File: config.mk
export PLATFORM = sky130hd
export DESIGN_NAME = inst_sequencer
export DESIGN_NICKNAME = d
export VERILOG_FILES = /design/src/rtl/seq_pkg.sv /design/src/rtl/inst_sequencer.sv
export SDC_FILE = /design/constraint.sdc
export NUM_CORES = 1
export LEC_CHECK = 0
export ABC_AREA = 1
export BUFFER_PORTS_ARGS = -buffer_cell sky130_fd_sc_hd__buf_2
export CORE_MARGIN = 4
export CORE_UTILIZATION = 43
export DETAILED_ROUTE_END_ITERATION = 10
export PLACE_DENSITY_LB_ADDON = 0.12
export REMOVE_ABC_BUFFERS = 1
export SYNTH_ARGS = -nofsm -noshare
export SYNTH_HDL_FRONTEND = slang
export SYNTH_SLANG_ARGS = --single-unit
File: constraint.sdc
create_clock -name clock -period 1.15 [get_ports clock]
set_input_delay 0.0575 -clock clock [delete_from_list [all_inputs] [get_ports clock]]
set_output_delay 0.0575 -clock clock [all_outputs]
set_load 0.05 [all_outputs]
File: src/rtl/seq_pkg.sv
// Shared definitions for the instruction sequencer and the control unit:
// opcodes, sequencer state encoding and instruction field positions.
package seq_pkg;

  localparam int IW_DEF       = 9;
  localparam int MAX_STEP_DEF = 2;

  localparam logic [2:0] OPC_MV  = 3'b000;
  localparam logic [2:0] OPC_MVI = 3'b001;
  localparam logic [2:0] OPC_ADD = 3'b010;
  localparam logic [2:0] OPC_SUB = 3'b011;
  localparam logic [2:0] OPC_AND = 3'b100;
  localparam logic [2:0] OPC_OR  = 3'b101;
  localparam logic [2:0] OPC_SLL = 3'b110;
  localparam logic [2:0] OPC_SLR = 3'b111;

  localparam int OPC_HI = 8;
  localparam int OPC_LO = 6;
  localparam int RX_HI  = 5;
  localparam int RX_LO  = 3;
  localparam int RY_HI  = 2;
  localparam int RY_LO  = 0;

  typedef enum logic [1:0] {
    FETCH = 2'd0,
    IMM   = 2'd1,
    EXEC  = 2'd2
  } seq_state_t;

  function automatic logic [2:0] opcode_of(input logic [8:0] word);
    return word[OPC_HI:OPC_LO];
  endfunction

endpackage

File: src/rtl/inst_sequencer.sv
// Instruction sequencer: fetches instruction (+ mvi immediate) words and steps the control unit.
// Optional retire counter output enabled by defining SEQ_RETIRE_CNT_EN.
module inst_sequencer
  import seq_pkg::seq_state_t, seq_pkg::FETCH, seq_pkg::IMM, seq_pkg::EXEC;
#(
  parameter int         IW       = 9,
  parameter int         MAX_STEP = 2,
  parameter logic [2:0] OPC_MVI  = 3'b001
) (
  input  logic          clock,
  input  logic          resetn,
  input  logic          seq_run,
  input  logic [IW-1:0] din,
  input  logic          din_valid,
  output logic          din_ready,
  output logic [IW-1:0] seq_inst,
  output logic [1:0]    seq_step,
  output logic [IW-1:0] seq_imm,
  input  logic          seq_inst_done,
  output logic          seq_exec,
  output logic          seq_retired,
  output logic          seq_error
`ifdef SEQ_RETIRE_CNT_EN
  ,
  output logic [15:0]   seq_retire_cnt
`endif
);

  localparam logic [1:0] MAX_STEP_L = MAX_STEP[1:0];

  seq_state_t state;

  // Gated by resetn so the handshake is closed while reset is held.
  always_comb begin
    din_ready = 1'b0;
    if (resetn) begin
      case (state)
        FETCH:   din_ready = seq_run;
        IMM:     din_ready = 1'b1;
        default: din_ready = 1'b0;
      endcase
    end
  end

  always_ff @(posedge clock or negedge resetn) begin
    if (!resetn) begin
      state       <= FETCH;
      seq_inst    <= '0;
      seq_step    <= 2'd0;
      seq_imm     <= '0;
      seq_exec    <= 1'b0;
      seq_retired <= 1'b0;
      seq_error   <= 1'b0;
`ifdef SEQ_RETIRE_CNT_EN
      seq_retire_cnt <= 16'd0;
`endif
    end else begin
      seq_retired <= 1'b0;
      case (state)
        FETCH: begin
          if (din_valid && seq_run) begin
            seq_inst <= din;
            seq_step <= 2'd0;
            if (din[IW-1:IW-3] == OPC_MVI) begin
              state <= IMM;
            end else begin
              state    <= EXEC;
              seq_exec <= 1'b1;
            end
          end
        end
        IMM: begin
          if (din_valid) begin
            seq_imm  <= din;
            state    <= EXEC;
            seq_exec <= 1'b1;
          end
        end
        EXEC: begin
          if (seq_inst_done) begin
            seq_step    <= 2'd0;
            seq_retired <= 1'b1;
            seq_exec    <= 1'b0;
            state       <= FETCH;
`ifdef SEQ_RETIRE_CNT_EN
            seq_retire_cnt <= seq_retire_cnt + 16'd1;
`endif
          end else if (seq_step < MAX_STEP_L) begin
            seq_step <= seq_step + 2'd1;
          end else begin
            // Overrun: abort without retiring; error stays until reset.
            seq_error <= 1'b1;
            seq_step  <= 2'd0;
            seq_exec  <= 1'b0;
            state     <= FETCH;
          end
        end
        default: begin
          state    <= FETCH;
          seq_exec <= 1'b0;
          seq_step <= 2'd0;
        end
      endcase
    end
  end

endmodule

After elaboration in Yosys (flattened, before gate mapping)
Cells that the tools add are included.
{ "totals": {"reg_bits": 25, "in_bits": 14, "output_inout_bits": 24, "word_cells": 47} }
{ "op_classes": {"addsub": 1, "n_lt_le_gt_ge": 1, "eq_ne": 7, "n_mux": 20, "n_bitwise": 3, "n_reduce_logical": 8} }
{ "op_table": {"columns": ["op", "n"], "rows": [
  ["two-way mux 2 bit", 8],
  ["case mux 2 bit (3 select lines)", 2],
  ["two-way mux 1 bit", 8],
  ["inequality test 2 bit (second input constant)", 3],
  ["AND reduction 2 bit", 3],
  ["AND reduction 3 bit", 2],
  ["AND reduction 4 bit", 1],
  ["== test 3 x 1 -> 1 bit (second input constant)", 1],
  ["inequality test 3 bit (second input constant)", 1],
  ["inverter 1 bit", 3],
  ["case mux 1 bit (3 select lines)", 1],
  ["adder 2 x 1 -> 2 bit (second input constant)", 1],
  ["== test 2 x 1 -> 1 bit (second input constant)", 1],
  ["== test 2 bit (second input constant)", 1],
  ["logical NOT 2 bit", 1],
  ["less-than comparator 2 bit (second input constant)", 1],
  ["case mux 1 bit (2 select lines)", 1],
  ["logical AND 1 bit", 1]
]} }

Longest topological paths before layout
{ "depth": {"depth_word": 4, "depth_mapped": 7, "depth_no_buf": 7} }

Worst setup path after synthesis
No wires, ideal clock.
{ "synth_timing": {"kind": "register to output", "startpoint": "reg state[0]", "endpoint": "out din_ready", "arrival_ns": 1.258, "required_ns": 1.092, "setup_slack_ns": -0.166, "stages_incl_launch_ff": 3, "n_path_buf": 0, "cell_sequence": "dfrtp_1 -> o21ai_0 -> nor2_1"} }
{ "synth_between": {"elab_chain_cells": 3, "word_cells_on_any_way": 4, "cone_classes": "eq/ne: 1; mux: 2; reduce/logical: 1"} }
{ "synth_rtl": {"columns": ["element", "line_no", "rtl"], "rows": [
  ["from (decl)", "inst_sequencer.sv:31", "seq_state_t state;"],
  ["from (signal assigned)", "inst_sequencer.sv:47", "state <= FETCH;"],
  ["from (signal assigned)", "inst_sequencer.sv:65", "state <= IMM;"],
  ["from (signal assigned)", "inst_sequencer.sv:67", "state <= EXEC;"],
  ["== test 2 x 1 -> 1 bit / logical NOT 2 bit (equally long branches)", "inst_sequencer.sv:37", "case (state)"],
  ["case mux 1 bit (2 select lines) *", "inst_sequencer.sv:37", null],
  ["two-way mux 1 bit *", "inst_sequencer.sv:36", "if (resetn) begin"],
  ["to (decl)", "inst_sequencer.sv:15", "output logic din_ready,"]
]} }
Every way passes the cells marked *; elsewhere a longest branch is shown, timed or not.

Worst setup path in the final report
Ends and elaborated chain as after synthesis.

==> impl_metrics.tcl <==
set metrics [dict create \
    synthTopCellsByCount "dfrtp_1, nand2_1, o21ai_2, inv_1" \
    pwr-share-comb 0.587 \
    nNetsFinal 169 \
    yosysMostFrequentCell "dfrtp_1" \
    reg2reg_slack_ns -0.01 \
    fp-row-count 18 \
    cts_sinks 25 \
    holdPathEnd "seq_imm[0]$_DFFE_PN0P_" \
    synth_top_area_cell "dfrtp_1" \
    synth_top_family_by_area "simple AND/OR/NAND/NOR gates" \
    ys_warn_count 0 \
    synthMuxAreaShare 0.00910 \
    critical_path_class "register to primary output" \
    dominantRegCellSynth "dfrtp_1" \
    max-vdd-ir-drop_mv 1.77 \
    drive_gt1_frac 0.558 \
    power_density_nw_per_um2 3030 \
    drt-initial-drc-count 22 \
    die_width_um 58.6 \
    setup_tns_ns -0.0346 \
    drt_first_pass_iters 4 \
    report.final.slew_viol_count 0 \
    grt_pass1_wl_mm 3.91 \
    tightest_slew_ns 0.315 \
    p_int_mw 2.08 \
    finalHoldViolCount 2 \
    cts_max_level 1 \
    async_reset_ff_frac 1.00 \
    syn_inst 104 \
    cp.required_ns 1.09 \
    reg2reg_depth 5 \
    design_area_um2 1500 \
    port_buffers 37 \
    hold_path_class "input port to register" \
    leakagePower_nw 0.794 \
    clkPwrFrac 0.088 \
    clock_latency_ns 0.32 \
    cts-root-buf "clkbuf_4" \
    yosysSeqAreaShare 0.569 \
    yosys.area_share.simple 0.176 \
    grt_max_degree 26 \
    timing.max_cap.violations 0 \
    synth_compound_area_frac 0.171 \
    start_kind "register" \
    worstReg2RegStart "state[0]$_DFFE_PN0P_" \
    setup_ws_ns -0.0242 \
    synthAdderAreaFrac 0 \
    synth_area_leaders "dfrtp_1, o21ai_2, nand2_1, inv_1, nand3_4" \
    min_delay_path_depth 3 \
    rsz0062_at_grt "yes" \
    worst_slew_margin_rel 0.790 \
    wl_mm 2.44 \
    period_share 1.02 \
    overflow 0 \
    finalSetupViolations 3 \
    netlist_area_um2 1100 \
    worstReg2RegEnd "seq_inst[5]$_DFFE_PN0P_" \
    clock_skew_ns 0.00743 \
    synthDistinctLibCells 20 \
    period_minus_slack_ns 1.17 \
    power_switching_mw 2.46 \
    routabilityCongestion 0.743 \
    cts_tree "yes" \
    die_y_um 58.6 \
    top_level_ports 38 \
    clk_path_buf_depth 2 \
    netSwitchingFraction 0.542 \
    via_count 876 \
    area_growth_pct 36.5 \
    grt_use_total 0.147 \
    hpwl_mm 1.61 \
    syn-mean-instance-area_um2 10.6 \
    antenna_found_initial 0 \
    num_antenna_cells 0 \
    synth_xor_area_frac 0 \
    endpoint_kind "primary output" \
    worstHoldStart "din[0]" \
    core_region_area_um2 2450 \
    worst_hold_slack_ns -0.00215 \
    cts_inserted_buffers 3 \
    critPathMaxFanout 4 \
    status "finished with violations" \
    drc_errors 0 \
    pwr-share-seq 0.325 \
    violations "negative hold slack, negative setup slack" \
    nFillCells 231 \
    die_area_um2 3430 \
    clk_pin_slew_ns 0.14 \
    start_util 0.448 \
    synth.top_cell.area_share 0.569 \
    via_per_inst 4.76 \
    placed_area_um2 1310 \
    final_antenna_net_count 0 \
    synth-seq-cells 25 \
    fmax_ghz 0.852 \
    cp_data_arrival_time_ns 1.12 \
    wire_per_inst_um 13.3 \
    grt_pass1_vias 846 \
    synth-edff-count 0 \
]
per-layer routing:
metal | up-vias | share of wire | GRT usage
met5 | - | 0 | 0
met4 | 0 | 0 | 0.0194
met3 | 0 | 0.062 | 0.0329
met2 | 25 | 0.51 | 0.255
met1 | 410 | 0.43 | 0.194
li1 | 441 | - | -
critical path: stages, from the launching register on:
cell,delay (ns)
dfrtp_2,0.45
o21ai_2,0.06
nor2_1,0.12
buf_6,0.17
area by class of cell:
cell class,count,area [um^2],share of cell area
Clock buffer,3,22.5,0.0150
Clock inverter,1,5.00,0.00333
Inverter,16,60.1,0.0400
Multi-Input combinational cell,64,463,0.308
Sequential cell,25,627,0.417
Tap cell,30,37.5,0.0250
Timing Repair Buffer,45,287,0.191
sequential cells by signal (all words and copies together) (netlist names):
name / flops
seq_error: 1
seq_exec: 1
seq_imm: 9
seq_inst: 9
seq_retired: 1
seq_step: 2
state: 2
worst max path at each step:
stage | from | to | slack (ns) | depth (start not counted)
final | state[0]$_DFFE_PN0P_ | din_ready | -0.02 | 3
after floorplan | state[0]$_DFFE_PN0P_ | din_ready | -0.17 | 2
after global placement | state[0]$_DFFE_PN0P_ | seq_inst[8]$_DFFE_PN0P_ | -0.01 | 4
after global routing | state[1]$_DFFE_PN0P_ | state[1]$_DFFE_PN0P_ | -0.1 | 5
after detailed placement | state[0]$_DFFE_PN0P_ | seq_inst[6]$_DFFE_PN0P_ | -0.06 | 4
after CTS | state[0]$_DFFE_PN0P_ | din_ready | -0.04 | 3
power by group through the flow:
stage | clock [mW] | combinational [mW] | sequential [mW]
floorplan | 0 | 0.675 | 2.68
detailed placement | 0 | 2.44 | 1.48
global placement | 0 | 2.40 | 1.46
global route | 0.453 | 2.82 | 1.53
finish | 0.400 | 2.67 | 1.48
CTS | 0.403 | 2.52 | 1.46
cell families after synthesis:
kind of cell | after synthesis
flip-flops | 25
AND/OR/NAND/NOR | 37
AO/OA/AOI/OAI | 23
buffers and inverters | 18
multiplexers | 1
metrics by stage:
step | std cells | power, mW | setup slack (ns) | utilization | hold slack (ns)
floorplan | 102 | 3.36 | -0.166 | - | -0.238
global placement | 170 | 3.86 | -0.0141 | 0.533 | 0.0909
detailed placement | 170 | 3.92 | -0.0626 | 0.533 | 0.0796
CTS | 180 | 4.39 | -0.0384 | 0.581 | 0.000586
global route | 184 | 4.80 | -0.0985 | 0.612 | -0.00462
finish | 184 | 4.55 | -0.0242 | 0.612 | -0.00215
layout by cell type, fill, tap and decap left out, types with 2 or more instances in the layout:
cell type and count:
dfrtp_1 24, buf_2 36, buf_4 3, inv_2 2, nand2_2 8, nand2_1 17, buf_12 2, nand3_1 3
buf_6 3, nor2_1 3, o21ai_2 19, inv_1 14, clkbuf_4 3, nand3_4 5
timing repair:
item / 4_1_cts / 5_1_grt
endpoints found under the setup margin: 21 / 12
setup buffers: 4 / 2
pin swaps: 3 / 2
resized for setup: 5 / 11
gates cloned: 1 / 2
hold buffers: 1 / 0
endpoints found under the hold margin: 25 / 0
(Power assumes the default switching activity.)
